`config.mk`:
```
export PLATFORM = sky130hd
export DESIGN_NAME = chameleon_spi_flash_writer
export DESIGN_NICKNAME = d
export VERILOG_FILES = /design/src/rtl/chameleon_spi_flash_writer_pkg.sv /design/src/rtl/chameleon_spi_flash_writer_cmd_seq.sv /design/src/rtl/chameleon_spi_flash_writer.sv
export SDC_FILE = /design/constraint.sdc
export NUM_CORES = 1
export LEC_CHECK = 0
export BUFFER_PORTS_ARGS = -buffer_cell sky130_fd_sc_hd__buf_2
export CORE_ASPECT_RATIO = 0.7
export CORE_UTILIZATION = 53
export DETAILED_ROUTE_END_ITERATION = 6
export HOLD_SLACK_MARGIN = 0.02
export PLACE_DENSITY = 0.85
export SYNTH_ARGS = -nofsm -noshare
export SYNTH_HDL_FRONTEND = slang
export SYNTH_SLANG_ARGS = --single-unit
```
`constraint.sdc`:
```
create_clock -name clk -period 2.5 [get_ports clk]
set_input_delay 0.5 -clock clk [delete_from_list [all_inputs] [get_ports clk]]
set_output_delay 0.5 -clock clk [all_outputs]
set_load 0.05 [all_outputs]
```
`src/rtl/chameleon_spi_flash_writer_pkg.sv`:
```
// Shared chameleon flash constants: SPI NOR command opcodes, the position of
// the write-in-progress bit in the status register, the writer FSM state
// type and a helper that tests a status byte for write-in-progress.
package chameleon_spi_flash_writer_pkg;

   localparam logic [7:0] OP_WREN         = 8'h06;
   localparam logic [7:0] OP_SECTOR_ERASE = 8'h20;
   localparam logic [7:0] OP_PAGE_PROG    = 8'h02;
   localparam logic [7:0] OP_READ_STATUS  = 8'h05;

   localparam int         WIP_BIT  = 0;
   localparam logic [7:0] WIP_MASK = 8'(1 << WIP_BIT);

   // The deselect counter runs 0..DESELECT_LAST, so chip select stays high
   // for DESELECT_LAST+1 cycles between two commands.
   localparam logic [2:0] DESELECT_LAST = 3'd3;

   typedef enum logic [2:0] {
      IDLE,
      WREN,
      ERASE,
      PROG_HDR,
      PROG_DATA,
      POLL,
      DESELECT,
      DONE
   } writerState_e;

   function automatic logic statusBusy(input logic [7:0] status);
      return |(status & WIP_MASK);
   endfunction

endpackage

```
`src/rtl/chameleon_spi_flash_writer_cmd_seq.sv`:
```
// flash_cmd_seq: pushes one command byte, optionally followed by a 24-bit
// address (MSB first), onto the toggle-handshake SPI byte engine.
// A command without an address doubles as a plain single-byte transfer.
// Ports:
//   clk, reset_n       clock and asynchronous active-low reset
//   cmdStart           launch a command (only while idle or on seqDone)
//   cmdByte            first byte to send
//   cmdAddr            address bytes sent after cmdByte when cmdWithAddr=1
//   cmdWithAddr        append the 3 address bytes
//   spiReq/spiAck      toggle request / acknowledge to the byte engine
//   spiD               byte currently presented to the engine
//   seqActive          a command is being shifted out
//   seqDone            one-cycle flag: last byte of the command acknowledged
module flash_cmd_seq (
   input  logic        clk,
   input  logic        reset_n,
   input  logic        cmdStart,
   input  logic [7:0]  cmdByte,
   input  logic [23:0] cmdAddr,
   input  logic        cmdWithAddr,
   input  logic        spiAck,
   output logic        spiReq,
   output logic [7:0]  spiD,
   output logic        seqActive,
   output logic        seqDone
);

   logic        reqQ, reqD;
   logic [7:0]  dataQ, dataD;
   logic        activeQ, activeD;
   logic [1:0]  remQ, remD;
   logic [23:0] addrQ, addrD;
   logic        byteDone;

   assign byteDone = activeQ && (spiAck == reqQ);

   // Byte sequencing: when the engine acknowledges a byte either the next
   // address byte is issued (remQ counts address bytes still to go) or the
   // command is finished. A new start may arrive in the same cycle as
   // seqDone, so it is applied last and overrides the idle transition.
   always_comb begin
      reqD    = reqQ;
      dataD   = dataQ;
      activeD = activeQ;
      remD    = remQ;
      addrD   = addrQ;
      seqDone = byteDone && (remQ == 2'd0);
      if (byteDone) begin
         if (remQ == 2'd0) begin
            activeD = 1'b0;
         end else begin
            reqD = ~reqQ;
            remD = remQ - 2'd1;
            case (remQ)
               2'd3:    dataD = addrQ[23:16];
               2'd2:    dataD = addrQ[15:8];
               default: dataD = addrQ[7:0];
            endcase
         end
      end
      if (cmdStart) begin
         reqD    = ~reqQ;
         dataD   = cmdByte;
         activeD = 1'b1;
         remD    = cmdWithAddr ? 2'd3 : 2'd0;
         addrD   = cmdAddr;
      end
   end

   // Handshake state registers; the engine shares our reset so its ack
   // starts at 0 matching reqQ.
   always_ff @(posedge clk or negedge reset_n) begin
      if (!reset_n) begin
         reqQ    <= 1'b0;
         dataQ   <= 8'h00;
         activeQ <= 1'b0;
         remQ    <= 2'd0;
         addrQ   <= 24'h0;
      end else begin
         reqQ    <= reqD;
         dataQ   <= dataD;
         activeQ <= activeD;
         remQ    <= remD;
         addrQ   <= addrD;
      end
   end

   assign spiReq    = reqQ;
   assign spiD      = dataQ;
   assign seqActive = activeQ;

endmodule

```
`src/rtl/chameleon_spi_flash_writer.sv`:
```
// chameleon_spi_flash_writer: copies a block of bytes from a source memory
// into SPI NOR flash, optionally erasing 4 KiB sectors first. Pages are
// split so no program crosses a 256-byte boundary; after every erase or
// program the status register is polled until write-in-progress clears.
// Ports:
//   clk, reset_n               clock and asynchronous active-low reset
//   start, erase, start_addr,
//   flash_offset, amount       job request, sampled on an accepted start
//   busy, error                job running / last job timed out polling
//   cs_n                       flash chip select
//   spi_req/spi_ack/spi_d/spi_q  toggle handshake to the SPI byte engine
//   mem_req/mem_ack/mem_a/mem_d  toggle handshake to the source memory
module chameleon_spi_flash_writer
   import chameleon_spi_flash_writer_pkg::*;
#(
   parameter int a_bits     = 14,
   parameter int poll_limit = 1048575
) (
   input  logic              clk,
   input  logic              reset_n,
   input  logic              start,
   input  logic              erase,
   input  logic [a_bits-1:0] start_addr,
   input  logic [23:0]       flash_offset,
   input  logic [15:0]       amount,
   output logic              busy,
   output logic              error,
   output logic              cs_n,
   output logic              spi_req,
   input  logic              spi_ack,
   output logic [7:0]        spi_d,
   input  logic [7:0]        spi_q,
   output logic              mem_req,
   input  logic              mem_ack,
   output logic [a_bits-1:0] mem_a,
   input  logic [7:0]        mem_d
);

   localparam int            PW        = $clog2(poll_limit + 1);
   localparam logic [PW-1:0] POLL_LAST = PW'(poll_limit - 1);

   writerState_e      stateQ, stateD, afterQ, afterD;
   logic [2:0]        gapQ, gapD;
   logic              issuedQ, issuedD, readingQ, readingD;
   logic [a_bits-1:0] srcQ, srcD;
   logic [23:0]       flashQ, flashD, flashNext;
   logic [15:0]       remainQ, remainD, remainNext;
   logic              eraseQ, eraseD, pendEraseQ, pendEraseD;
   logic              memReqQ, memReqD;
   logic [PW-1:0]     pollCntQ, pollCntD;
   logic              busyQ, busyD, errorQ, errorD, csQ, csD;
   logic              seqStart, seqWithAddr, seqActive, seqDone;
   logic [7:0]        seqByte;
   logic              startOk, memReady, pageEnd, wipSet;

   assign startOk    = (stateQ == IDLE) && start && (amount != 16'd0);
   assign flashNext  = flashQ + 24'd1;
   assign remainNext = remainQ - 16'd1;
   assign pageEnd    = (flashNext[7:0] == 8'h00) || (remainNext == 16'd0);
   assign memReady   = issuedQ && (mem_ack == memReqQ);
   assign wipSet     = statusBusy(spi_q);

   // State register plus all job datapath registers.
   always_ff @(posedge clk or negedge reset_n) begin
      if (!reset_n) begin
         stateQ     <= IDLE;
         afterQ     <= IDLE;
         gapQ       <= 3'd0;
         issuedQ    <= 1'b0;
         readingQ   <= 1'b0;
         srcQ       <= '0;
         flashQ     <= 24'h0;
         remainQ    <= 16'd0;
         eraseQ     <= 1'b0;
         pendEraseQ <= 1'b0;
         memReqQ    <= 1'b0;
         pollCntQ   <= '0;
         busyQ      <= 1'b0;
         errorQ     <= 1'b0;
         csQ        <= 1'b1;
      end else begin
         stateQ     <= stateD;
         afterQ     <= afterD;
         gapQ       <= gapD;
         issuedQ    <= issuedD;
         readingQ   <= readingD;
         srcQ       <= srcD;
         flashQ     <= flashD;
         remainQ    <= remainD;
         eraseQ     <= eraseD;
         pendEraseQ <= pendEraseD;
         memReqQ    <= memReqD;
         pollCntQ   <= pollCntD;
         busyQ      <= busyD;
         errorQ     <= errorD;
         csQ        <= csD;
      end
   end

   // Next-state logic. Every finished command goes through DESELECT, with
   // afterD remembering where to resume, so chip select always sees a gap.
   // The page header flows straight into the data bytes in the same frame.
   always_comb begin
      stateD = stateQ;
      afterD = afterQ;
      case (stateQ)
         IDLE:      if (startOk) stateD = WREN;
         WREN: begin
            if (issuedQ && seqDone) begin
               stateD = DESELECT;
               afterD = pendEraseQ ? ERASE : PROG_HDR;
            end
         end
         ERASE: begin
            if (issuedQ && seqDone) begin
               stateD = DESELECT;
               afterD = POLL;
            end
         end
         PROG_HDR:  if (issuedQ && seqDone) stateD = PROG_DATA;
         PROG_DATA: begin
            if (seqDone && pageEnd) begin
               stateD = DESELECT;
               afterD = POLL;
            end
         end
         POLL: begin
            if (readingQ && seqDone) begin
               if (!wipSet) begin
                  stateD = DESELECT;
                  afterD = (remainQ == 16'd0) ? DONE : WREN;
               end else if (pollCntQ == POLL_LAST) begin
                  stateD = DESELECT;
                  afterD = DONE;
               end
            end
         end
         DESELECT:  if (gapQ == DESELECT_LAST) stateD = afterQ;
         DONE:      stateD = IDLE;
         default:   stateD = IDLE;
      endcase
   end

   // Outputs and datapath. issuedQ marks that the current state's command
   // (or, in PROG_DATA, the memory fetch) has been launched; readingQ marks
   // that the poll opcode is out and status reads are in flight. A sector
   // erase becomes pending at the job start and whenever the flash address
   // steps onto a 4 KiB boundary, and is consumed when ERASE launches.
   always_comb begin
      gapD        = gapQ;
      issuedD     = issuedQ;
      readingD    = readingQ;
      srcD        = srcQ;
      flashD      = flashQ;
      remainD     = remainQ;
      eraseD      = eraseQ;
      pendEraseD  = pendEraseQ;
      memReqD     = memReqQ;
      pollCntD    = pollCntQ;
      busyD       = busyQ;
      errorD      = errorQ;
      seqStart    = 1'b0;
      seqByte     = 8'h00;
      seqWithAddr = 1'b0;
      case (stateQ)
         IDLE: begin
            if (startOk) begin
               busyD      = 1'b1;
               errorD     = 1'b0;
               srcD       = start_addr;
               flashD     = flash_offset;
               remainD    = amount;
               eraseD     = erase;
               pendEraseD = erase;
            end
         end
         WREN: begin
            if (!issuedQ) begin
               seqStart = 1'b1;
               seqByte  = OP_WREN;
               issuedD  = 1'b1;
            end
         end
         ERASE: begin
            if (!issuedQ) begin
               seqStart    = 1'b1;
               seqByte     = OP_SECTOR_ERASE;
               seqWithAddr = 1'b1;
               issuedD     = 1'b1;
               pendEraseD  = 1'b0;
            end
         end
         PROG_HDR: begin
            if (!issuedQ) begin
               seqStart    = 1'b1;
               seqByte     = OP_PAGE_PROG;
               seqWithAddr = 1'b1;
               issuedD     = 1'b1;
            end
         end
         PROG_DATA: begin
            if (!issuedQ && !seqActive) begin
               memReqD = ~memReqQ;
               issuedD = 1'b1;
            end else if (memReady) begin
               seqStart = 1'b1;
               seqByte  = mem_d;
               issuedD  = 1'b0;
            end
            if (seqDone) begin
               srcD    = srcQ + 1'b1;
               flashD  = flashNext;
               remainD = remainNext;
               if (flashNext[11:0] == 12'h000) pendEraseD = eraseQ;
            end
         end
         POLL: begin
            if (!issuedQ) begin
               seqStart = 1'b1;
               seqByte  = OP_READ_STATUS;
               issuedD  = 1'b1;
               pollCntD = '0;
            end else if (seqDone) begin
               if (!readingQ) begin
                  seqStart = 1'b1;
                  readingD = 1'b1;
               end else begin
                  pollCntD = pollCntQ + 1'b1;
                  if (wipSet) begin
                     if (pollCntQ == POLL_LAST) errorD = 1'b1;
                     else seqStart = 1'b1;
                  end
               end
            end
         end
         DESELECT:  gapD  = gapQ + 3'd1;
         DONE:      busyD = 1'b0;
         default:   ;
      endcase
      if (stateD != stateQ) begin
         issuedD  = 1'b0;
         readingD = 1'b0;
         gapD     = 3'd0;
      end
      csD = !(stateD inside {WREN, ERASE, PROG_HDR, PROG_DATA, POLL});
   end

   flash_cmd_seq cmdSeq (
      .clk         (clk),
      .reset_n     (reset_n),
      .cmdStart    (seqStart),
      .cmdByte     (seqByte),
      .cmdAddr     (flashQ),
      .cmdWithAddr (seqWithAddr),
      .spiAck      (spi_ack),
      .spiReq      (spi_req),
      .spiD        (spi_d),
      .seqActive   (seqActive),
      .seqDone     (seqDone)
   );

   assign busy    = busyQ;
   assign error   = errorQ;
   assign cs_n    = csQ;
   assign mem_req = memReqQ;
   assign mem_a   = srcQ;

endmodule
```
==> metrics list, run 1 <==
* PortBufs: 95
* Maximum clock rate: 414 MHz
- Die Ht: 101 um
- Cell-internal power: 0.00702 W
* Crit path DAT: 2.74 ns
- Sw Share: 0.460
- The area growth from synthesis to layout is 23.5%.
- For this run, the register share of the synthesized area comes to 0.427.
* Startpoint type of the worst setup path: flop
* Total standard cell area after synthesis: 7440 sq um
- Max Root-Sink Buffers: 2
- Via count of the first global-routing pass: 6784
* Largest driver fanout on the critical path: 9
* Reg2Reg Setup Slack: 0.08 ns
* Number of enable-type register cells in the synthesized netlist: 0
- TritonCTS clock tree: done
* Unique masters post-synth: 77
- Switching power summed over all nets: 0.00599 W
* Post-synth top area cell: dfrtp_1
* Number of standard-cell rows in the floorplan: 35
- Power after layout: 0.0130 W
- Averaged over all synthesized cells, the footprint is 8.74 sq um.
* RSZ-0062 raised after global routing: true
- Entering global routing, the biggest net connects 62 pins.
- Synthesis inferred 127 register bits.
- Dividing total power by cell area gives a power density of 1420 nW/um^2.
* Std-Cell Core Area: 13400 sq um
- Using the TritonRoute via totals, the vias-per-cell ratio works out to 6.22.
* Status: finished, final reports clean
- Measured against its own limit, the worst slew margin works out to 0.557.
- Total wire length after detailed routing: 20.9 mm
* Sum of overflow across all layers after global routing: 0
- The tree is rooted in a clkbuf_16.
* Most common library cell in the layout ignoring fill and taps: dfrtp_1
* First-pass GRT wire length: 33.2 mm
* Clock-pin transition on the worst setup and hold timing paths: 0.06 ns
- The first detailed-routing pass ran for 6 iterations.
- In the synthesized netlist the dominant register cell turns out to be dfrtp_1.
- Area after detailed placement: 8470 sq um
* Fraction of final layout cells with drive strength greater than 1: 0.258
* Nets in the synthesized netlist: 939
- For this configuration, the core starts out at a cell density of 0.555.
- The H-tree generated during clock tree synthesis spans 4 levels.
- Vias after detailed routing: 7328
- Wire per inst: 17.7 um
* Final design area excluding fillers: 9190 sq um
- Buffer count from post-CTS setup fixing: 0
* Drt first-iter violations: 658
- Die W: 144 um
* Clock Sinks: 127
- After routing, the total negative slack on setup checks comes to 0 ns.
* Required @ worst endpoint: 2.82 ns
- The final number of max-transition violations was 0.
* Number of instances in the synthesized netlist: 851
- The share of total power dissipated in combinational logic is 0.514.
* Sequential fraction of design power: 0.299
* Synth area leaders: dfrtp_1 (42%), a21oi_1 (5.9%), nand2_1 (4.9%)
* Top library cells by usage in the layout, fill and taps aside: dfrtp_1 (125), nand2_1 (96), buf_2 (94), a21oi_1 (87), nor2_1 (84)
- In this run the remaining antenna-violating nets after routing total 0.
- After the last flow step, the layout net total stands at 1067.
- Minimum clock period: 2.42 ns
- Proportion of netlist area held by the largest area contributor: 0.424
- Clock buffer count from CTS: 17
- For this design the top-level I/O count stands at 103.
- The worst setup path is captured at a flop.
- The number of antenna violations at the first check in global routing is 1.
- Max-cap violations in this run came to 0.
- Count of filler cells inserted in the layout: 1021
* Share of flip-flops with an asynchronous set or reset after synthesis: 1.00
- Final hold violation count: 0
- Type of the worst setup path: flop to flop
* Clock network latency to the later pin of the worst-skew pair: 0.42 ns
- Final setup violating endpoints: 0
- Post-route fraction of the period consumed by the critical path: 0.967
- YS warnings: 0
- Static Leakage: 3.94 nW
- Once layout is complete, the utilization of the core stands at 0.686.
- Between clock sinks in the finished design, the worst skew comes to 0.0121 ns.
* Min-delay worst type: input pin to flop
- Worst-margin pin slew: 0.662 ns
- The share of total power dissipated in the clock network is 0.187.
* All-layer global routing usage: 0.294
- After legalization and detailed placement, the total HPWL measured 14.2 mm.
- Global placer's final weighted congestion: 0.920
- The die covers 14500 sq um.
- For this run, design rule violations remaining after detail routing come to 0.
* IR drop worst, VDD: 0.708 mV
==> path summary, 6_finish.rpt <==
check                                             from                          end  cells past startpoint
max                         cmdSeq.remQ[0]$_DFFE_PN0P_          issuedQ$_DFFE_PN0P_                      9
min                                           mem_d[6]   cmdSeq.spiD[6]$_DFFE_PN0P_                      2
max reg2reg                 cmdSeq.remQ[0]$_DFFE_PN0P_          issuedQ$_DFFE_PN0P_                      9
min reg2reg                cmdSeq.addrQ[9]$_DFFE_PN0P_  cmdSeq.addrQ[9]$_DFFE_PN0P_                      2
max in group asynchronous                      reset_n               cs_n$_DFF_PN1_                      3
min in group asynchronous                      reset_n       flashQ[13]$_DFFE_PN0P_                      2
==> power by group through the flow <==
stage	Sequential [W]	Clock, W	Combinational (W)
after floorplan	0.00417	0	0.00416
after global placement	0.00380	0	0.00619
after detailed placement	0.00384	0	0.00639
after CTS	0.00383	0.00245	0.00648
after global routing	0.00399	0.00254	0.00729
final	0.00389	0.00243	0.00670
==> kinds of logic after synthesis <==
family                   count (synthesis)  synth area share
AND/OR/NAND/NOR                        321             0.211
AO/OA/AOI/OAI                          269             0.227
flip-flops                             127             0.427
buffers and inverters                   72            0.0451
multiplexers                            29            0.0432
XOR/XNOR                                21            0.0257
adder cells (fa/ha/maj)                 12            0.0202
==> metal layers <==
layer	track usage	vias up	part of all wire
met3	0.0656	38	0.083
met1	0.418	3536	0.45
met2	0.448	361	0.45
met5	0	-	0
li1	-	3393	-
met4	0.0949	0	0.018
==> worst max-delay path, cell delays in order (launching register included) <==
cell	delay (ns)
dfrtp_1	0.42
inv_1	0.10
ha_2	0.21
and2_1	0.15
and2_4	0.19
a21oi_1	0.11
o21ai_2	0.24
o311ai_4	0.20
or3_1	0.42
a211oi_1	0.27
==> registers in the layout, indices dropped and copies added (netlist names) <==
register / count
flashQ: 24
gapQ: 3
issuedQ: 1
busy: 1
cmdSeq.seqActive: 1
cmdSeq.spiD: 8
cs_n: 1
pendEraseQ: 1
cmdSeq.remQ: 2
cmdSeq.spiReq: 1
stateQ: 3
eraseQ: 1
error: 1
mem_a: 14
readingQ: 1
cmdSeq.addrQ: 24
mem_req: 1
afterQ: 3
pollCntQ: 20
remainQ: 16
==> area by class of cell <==
class / count / area, sq um / area share
timing repair buffer: 162 / 1060 / 0.115
clock inverter: 13 / 143 / 0.0155
inverter: 19 / 71.3 / 0.00776
sequential: 127 / 3180 / 0.346
clock buffer: 19 / 433 / 0.0471
multi-input combinational: 652 / 4070 / 0.443
tap: 185 / 231 / 0.0252
antenna: 1 / 2.50 / 0.000272
==> synth_stat cells (3+ instances only) <==
master / count
dfrtp_1: 126
nand2_1: 97
a21oi_1: 88
nor2_1: 85
o21ai_0: 67
nand3_1: 41
clkbuf_1: 27
mux2_2: 25
o22ai_1: 21
inv_1: 19
a31oi_1: 17
a22oi_1: 16
buf_2: 16
nor3_1: 15
and3_1: 12
ha_1: 12
xor2_1: 12
nand4_1: 11
or3_1: 9
xnor2_1: 8
and4_1: 7
a211oi_1: 6
nand2b_1: 6
nor4_1: 6
or4_1: 6
a22o_1: 5
buf_6: 5
a21o_1: 4
and2_1: 4
mux2i_1: 4
nor2b_1: 4
o211ai_1: 4
a221o_1: 3
a2bb2oi_1: 3
a32oi_1: 3
buf_1: 3
nor3_4: 3
nor4b_1: 3
==> repair_timing <==
action | 4_1_cts | 5_1_grt
pin swaps | 0 | 6
setup endpoints to repair | 9 | 41
hold buffers | 1 | 0
cloned | 0 | 0
resized for setup | 5 | 21
endpoints found under the hold margin | 15 | 0
==> through the flow <==
step | cells | worst slack, ns | hold slack [ns]
4_1_cts | 1177 | 0.0123 | 0.299
5_1_grt | 1178 | -0.0720 | 0.309
6_report | 1178 | 0.0822 | 0.308
2_1_floorplan | 851 | 0.106 | 0.204
3_5_place_dp | 1144 | -0.166 | 0.449
3_3_place_gp | 1144 | -0.113 | 0.446
No activity file was read; power rests on OpenSTA's default activity.
==> run 2, diff against run 1 <==
CTS_BUF_LIST = sky130_fd_sc_hd__clkbuf_16   (was unset)
PLACE_DENSITY = 0.83   (was 0.85)
==> run 2 against run 1 <==
Count of clock-buffer cells in the layout decreased by 2. Routed wire length up 0.31%. Critical path type unchanged. Total power is 0.12% lower. Maximum frequency about the same. Setup slack worse by 0.0015 ns. Critical path depth is the same. Clock skew down 0.0035 ns. Non-clock buffer count rose by 3. Via count grew 1.5%.
==> metrics list, run 2 (same netlist as run 1, synthesis figures left out) <==
- Antenna fix cells: 0 (-1)
- The highest clock frequency the design can meet is 413 MHz (about the same).
- Wire per inst: 17.7 um (+0.22%)
- The headroom to the max-slew limit was 0.666 (+0.109).
* Max cap viols: 0 (unchanged)
- The worst setup path is of the flop to flop kind.
- The final number of max-transition violations is 0 (unchanged).
- The final HPWL from detailed placement was 14.1 mm (-0.42%).
* Most common library cell in the layout ignoring fill and taps: dfrtp_1
- Global placer's final weighted congestion: 0.904 (-1.7%)
* Number of antenna violations at the first check in global routing: 0 (-1)
- The hold buffer count at cts came to 0 (-1).
- Cell family with most CP delay: compound AO/OA/AOI/OAI gates
- The ratio of final minimum period to clock period was 0.968 (about the same).
- The largest stage delay on the critical path is 0.41 ns (about the same).
- The total wire length after detailed routing came to 20.9 mm (+0.31%).
- The static power due to leakage came to 3.98 nW (+0.81%).
* Fraction of final layout cells with drive strength greater than 1: 0.255 (-0.00354)
* Power after layout: 0.0130 W (-0.12%)
* Die W: 144 um (unchanged)
- I/O pin count: 103 (unchanged)
- Final setup violating endpoints: 0 (unchanged)
- The worst-path maximum fanout was 9 (unchanged).
- Regs by FF count: cmdSeq.addrQ x24, flashQ x24, pollCntQ x20
- The standard cell core area is 13400 sq um (unchanged).
* Layout Skew: 0.00861 ns (-0.00350 ns)
- Net count of the finished layout: 1070 (+0.28%)
* Starting density of the core: 0.555 (unchanged)
* Slowest stage cell on the critical path: dfrtp_1
- Post-route worst hold slack: 0.0171 ns (-0.291 ns)
* Endpoint kind of the worst setup timing path: flop
- The total number of vias is 7436 (+1.5%).
- Walking the worst path, the cells encountered are inv_1 > ha_2 > and2_1 > and2_4 > a21oi_1 > o21ai_2 > o311ai_4 > or3_1 > a211oi_1.
- The library cells used most frequently in the layout, excluding fill and tap cells, are dfrtp_1 (126), nand2_1 (96), buf_2 (94), a21oi_1 (87), nor2_1 (85).
- Min-delay worst type: input pin to asynchronous set/reset pin
- Drt first-iter violations: 763 (+16%)
- The pin count of the biggest net entering global routing was 59 (-4.8%).
* Via count of the first global-routing pass: 6935 (+2.2%)
* Area of the die: 14500 sq um (unchanged)
- The number of search-and-repair iterations in the first detailed-routing pass is 6 (unchanged).
* Number of buffer and inverter instances along the worst setup path: 1 (unchanged)
- Power density normalized to cell area: 1420 nW/um^2 (about the same)
- Remaining DRCs: 0 (unchanged)
* Status: finished, final reports clean
* PortBufs: 95 (unchanged)
- Vias per cell: 6.31 (+1.4%)
- First-pass GRT wire length: 34.3 mm (+3.4%)
- The CTS H-tree depth was 4 (unchanged).
- The overall overflow remaining after global route was 0 (unchanged).
- The total clock buffers created by CTS came to 17 (unchanged).
* Max Root-Sink Buffers: 2 (unchanged)
* All-layer global routing usage: 0.303 (+0.00860)
- Clock root cell: clkbuf_16
- Synthesis-to-finish area growth: 23.4% (about the same)
* Worst-margin pin slew: 0.496 ns (-0.166 ns)
- STA classifies the critical path startpoint as a flop.
- The clock insertion delay at the later pin of the skew report is 0.42 ns (about the same).
* Number of standard-cell rows in the floorplan: 35 (unchanged)
- The signal arrival time at the worst endpoint came to 2.74 ns (about the same).
- The number of endpoints with negative hold slack in the final report was 0 (unchanged).
- The peak supply drop came to 0.652 mV (-8.0%).
* Required @ worst endpoint: 2.82 ns (about the same)
- Die Ht: 101 um (unchanged)
- Clock Sinks: 127 (unchanged)
- Clock-pin transition on the worst setup and hold timing paths: 0.06 ns (about the same)
* Minimum clock period: 2.42 ns (+0.00150 ns)
- The remaining number of nets flagged by the antenna check after routing was 0 (unchanged).
- Count of filler cells inserted in the layout: 1044 (+2.3%)
- TritonCTS clock tree: done
run 2: changes by cell type in the layout (fill, tap and decap cells not counted), moves of 2 or more:
cell / before / now
buf_4: 61 / 64
clkinvlp_4: 5 / 2
inv_1: 19 / 23
clkbuf_1: 2 / 0
clkinv_4: 4 / 2
run 2: routing by layer:
layer | wire (um) | part of all wire | vias up | track usage
met5 | 0 | 0 | - | 0
met4 | 648 | 0.031 | 0 | 0.119
met3 | 1710 | 0.082 | 70 | 0.0508
met2 | 9320 | 0.45 | 371 | 0.459
met1 | 9250 | 0.44 | 3605 | 0.435
li1 | - | - | 3390 | -
run 2: power breakdown:
| part | switching (W) | internal, W | total [W] | leakage, nW |
|---|---|---|---|---|
| sequential | 0.000948 | 0.00292 | 0.00386 | 1.53 |
| clock | 0.000938 | 0.00144 | 0.00238 | 0.282 |
| combinational | 0.00409 | 0.00266 | 0.00675 | 2.17 |
run 2: path summary, 6_finish.rpt:
| check | startpoint | to | slack (ns) | cells after the start |
|---|---|---|---|---|
| max in group asynchronous | reset_n | cmdSeq.addrQ[2]$_DFFE_PN0P_ | 1.69 | 2 |
| min | reset_n | mem_a[5]$_DFFE_PN0P_ | 0.02 | 1 |
| max reg2reg | cmdSeq.remQ[0]$_DFFE_PN0P_ | issuedQ$_DFFE_PN0P_ | 0.08 | 9 |
| min in group clk | mem_d[6] | cmdSeq.spiD[6]$_DFFE_PN0P_ | 0.30 | 2 |
| max | cmdSeq.remQ[0]$_DFFE_PN0P_ | issuedQ$_DFFE_PN0P_ | 0.08 | 9 |
| min reg2reg | cmdSeq.addrQ[9]$_DFFE_PN0P_ | cmdSeq.addrQ[9]$_DFFE_PN0P_ | 0.50 | 2 |
run 2: worst register-to-register path, delay by kind of cell (launching register included):
family | cells | cell delay (ns)
AOI/OAI and AO/OA | 4 | 0.84
adders and majority gates | 1 | 0.21
buffers and inverters | 1 | 0.10
DFF | 1 | 0.41
and+or+nand+nor | 3 | 0.76
run 2: area by class of cell:
| cell class | count | area, sq um | share of cell area |
|---|---|---|---|
| clock buffer | 17 | 425 | 0.0463 |
| clock inverter | 14 | 130 | 0.0142 |
| inverter | 19 | 71.3 | 0.00777 |
| multi-input combinational | 652 | 4050 | 0.441 |
| sequential | 127 | 3180 | 0.346 |
| tap | 185 | 231 | 0.0252 |
| timing repair buffer | 165 | 1090 | 0.119 |
run 2: through the flow:
stage               area (sq um)  setup TNS [ns]  utilization  worst slack [ns]  cells
CTS                         9090               0        0.679            0.0454   1178
finish                      9180               0        0.685            0.0807   1179
global route                9180         -0.0871        0.685           -0.0391   1179
detailed placement          8500           -4.73        0.635            -0.217   1147
global placement            8500           -4.41        0.635            -0.166   1147
floorplan                   7440               0            -             0.106    851
run 2: repair_timing:
action                     CTS  global route
setup buffers                0             1
resized for setup            7            16
setup endpoints to repair    9            16
cloned                       0             0
==> run 3, diff against run 2 <==
REMOVE_ABC_BUFFERS = 1   (was unset)
==> run 3 against run 2 <==
Register-to-register slack is essentially flat. Final area increased by 0.82%. Core utilization grew 0.56 points. Setup slack got worse by 0.014 ns. Combinational power barely moved. Critical path depth is 1 lower. Total power increased by 0.90%. Largest cell class unchanged.
==> metrics list, run 3 (same netlist as run 1, synthesis figures left out) <==
- Most common library cell in the layout ignoring fill and taps: dfrtp_1
- Logic gate share of total power: 0.517 (-0.003)
* Area of all sequential standard cells: 3180 sq um (about the same)
- Clock-pin transition on the worst setup and hold timing paths: 0.06 ns (about the same)
- The die boundary width came to 144 um (unchanged).
- The die boundary height is 101 um (unchanged).
- The number of search-and-repair iterations in the first detailed-routing pass was 6 (unchanged).
- Final Instance Count excl. Fillers: 1188 (+0.76%)
- The number of global-route vias before repair was 6955 (+0.29%).
- The post-route total power was 0.0131 W (+0.90%).
* Sequential fraction of design power: 0.293 (-0.004)
* Largest driver fanout on the critical path: 5 (-4)
* Switching power summed over all nets: 0.00599 W (+0.26%)
- Starting density of the core: 0.555 (unchanged)
* Status: finished, final reports clean
- The average via count per standard cell came to 6.26 (-0.77%).
* Endpoint kind of the worst setup timing path: flop
- Std-Cell Core Area: 13400 sq um (unchanged)
- The pin count of the biggest net entering global routing was 57 (-3.4%).
* First-pass GRT wire length: 34.3 mm (about the same)
* Routed length on met3: 1.86 mm (+8.6%)
- The highest layer touched by signal routing is met4.
- The power density over the cells came to 1420 nW/um^2 (about the same).
- The total wire length after detailed routing is 21.4 mm (+2.2%).
- The number of top-level design ports is 103 (unchanged).
- Fraction of final layout cells with drive strength greater than 1: 0.262 (+0.00769)
- TritonCTS built the clock tree.
- Drt first-iter violations: 689 (-9.7%)
* Layout Skew: 0.0115 ns (+0.00290 ns)
* Hold buffer count at CTS: 0 (unchanged)
- Total Neg Setup Slack: 0 ns (unchanged)
* Worst slew margin relative to its limit: 0.558 (-0.107)
* Number of levels in the clock H-tree: 4 (unchanged)
- The ratio of final minimum period to clock period was 0.973 (+0.00558).
* Antenna fix cells: 0 (unchanged)
- The switching share of power came to 0.457 (-0.00293).
- The startpoint identified for the worst register-to-register timing path is flashQ[1]$_DFFE_PN0P_.
* Placed instance count: 1153 (+0.52%)
- The register-to-register setup slack was 0.07 ns (about the same).
* RSZ-0062 raised after global routing: true
- Post-DP HPWL: 14.4 mm (+1.6%)
- The worst setup path is launched from a flop.
- The number of antenna violations at the first check in global routing is 0 (unchanged).
* Remaining DRCs: 0 (unchanged)
* IR drop worst, VDD: 0.958 mV (+47%)
- Area of the die: 14500 sq um (unchanged)
- The critical path data required time was 2.79 ns (-0.03 ns).
- Max cap viols: 0 (unchanged)
- Synthesis-to-finish area growth: 24.4%
- The clock group share of total power was 0.190 (+0.007).
- All-layer global routing usage: 0.305 (+0.00207)
- Number of max-slew violations in the final report: 0 (unchanged)
- Clock Sinks: 127 (unchanged)
- The number of failing setup endpoints in the final timing report is 0 (unchanged).
- The number of endpoints with negative hold slack in the final report was 0 (unchanged).
* Regs by FF count: cmdSeq.addrQ x24, flashQ x24, pollCntQ x20
- Sum of overflow across all layers after global routing: 0 (unchanged)
- Number of standard-cell rows in the floorplan: 35 (unchanged)
- Wire per inst: 18.0 um (+1.5%)
- The filler cell count in the final layout came to 1037 (-0.67%).
- Minimum clock period: 2.43 ns (+0.0140 ns)
- Cell-internal power: 0.00712 W (+1.4%)
- The area of combinational cells with multiple inputs was 4040 sq um (-0.37%).
* Post-route worst hold slack: 0.0989 ns (+0.0818 ns)
- Crit path DAT: 2.73 ns (about the same)
* Min-delay worst type: input pin to asynchronous set/reset pin
* Top library cells by usage in the layout, fill and taps aside: dfrtp_1 (124), nand2_1 (96), buf_2 (94), a21oi_1 (87), nor2_1 (84)
- The transition time at the pin with the least slew margin is 0.662 ns (+0.166 ns).
- PortBufs: 95 (unchanged)
* Routed length on met2: 9.83 mm (+5.5%)
- The clock insertion delay at the later pin of the skew report was 0.42 ns (about the same).
- The number of nets in the final layout was 1078 (+0.75%).
* Maximum clock rate: 411 MHz (-0.57%)
- Worst reg2reg path depth: 8 (-1)
- Vias after detailed routing: 7435 (-0.013%)
- Static Leakage: 4.02 nW (+1.2%)
- The remaining number of nets flagged by the antenna check after routing was 0 (unchanged).
- The cell sitting at the root of the clock tree is a clkbuf_16.
* Type of the worst setup path: flop to flop
* Global placer's final weighted congestion: 0.881 (-2.5%)
- The core occupancy in the finished layout came to 0.691 (+0.00560).
- Clock buffer count from CTS: 17 (unchanged)
* Max Root-Sink Buffers: 2 (unchanged)
* FF-to-FF End: pendEraseQ$_DFFE_PN0P_
- Met1 WL: 9.28 mm (+0.37%)
-- run 3: cell types whose count changed in the layout (fill, tap and decap cells not counted), moves of 2 or more --
cell	delta
buf_4	+7
dfrtp_1	-2
clkinv_2	+2
inv_1	-2
dfrtp_2	+2
clkinv_1	+2
-- run 3: worst max-delay path by stage --
stage	slack, ns	from	cells past startpoint	endpoint
3_5_place_dp	-0.21	amount[11]	9	flashQ[20]$_DFFE_PN0P_
2_1_floorplan	-1.17	pollCntQ[0]$_DFFE_PN0P_	9	cmdSeq.spiReq$_DFFE_PN0P_
4_1_cts	0.02	remainQ[1]$_DFFE_PN0P_	10	gapQ[1]$_DFFE_PN0P_
6_report	0.07	flashQ[1]$_DFFE_PN0P_	8	pendEraseQ$_DFFE_PN0P_
5_1_grt	-0.03	remainQ[2]$_DFFE_PN0P_	8	gapQ[1]$_DFFE_PN0P_
3_3_place_gp	-0.15	amount[11]	9	flashQ[20]$_DFFE_PN0P_
-- run 3: what timing repair did --
item / CTS / global route
endpoints found under the setup margin: 5 / 18
buffers inserted: 0 / 3
gates cloned: 0 / 0
hold endpoints to repair: 0 / 0
pin swaps: 0 / 4
gates resized for setup: 5 / 18
-- run 3: layout make-up --
class / instances / area share
clock buffers: 17 / 0.0460
well taps: 185 / 0.0250
inverters: 19 / 0.00771
flip-flops and latches: 127 / 0.344
repair buffers: 173 / 0.125
clock inverters: 15 / 0.0166
multi-input cells: 652 / 0.436
-- run 3: through the flow --
stage	setup WS (ns)	instance area, sq um
after floorplan	-1.17	7170
after global placement	-0.145	8550
after detailed placement	-0.211	8550
after CTS	0.0224	9150
after global routing	-0.0304	9260
final	0.0667	9260
-- run 3: critical path, stage by stage, from the launching register on --
cell       delay (ns)
dfrtp_1          0.40
ha_1             0.25
and4_1           0.36
and3_1           0.29
nand4_1          0.13
a2111oi_2        0.44
buf_4            0.19
mux2i_1          0.18
a21oi_1          0.07
-- run 3: metal layers --
metal | vias up | global-route usage
li1 | 3411 | -
met1 | 3563 | 0.422
met2 | 406 | 0.481
met3 | 55 | 0.0627
met4 | 0 | 0.101
met5 | - | 0
-- run 3: power groups by stage --
stage               sequential (W)  combinational [W]  clock [W]
finish                     0.00385            0.00678    0.00249
global placement           0.00375            0.00627          0
CTS                        0.00379            0.00660    0.00249
detailed placement         0.00380            0.00649          0
floorplan                  0.00435            0.00370          0
global route               0.00396            0.00736    0.00258
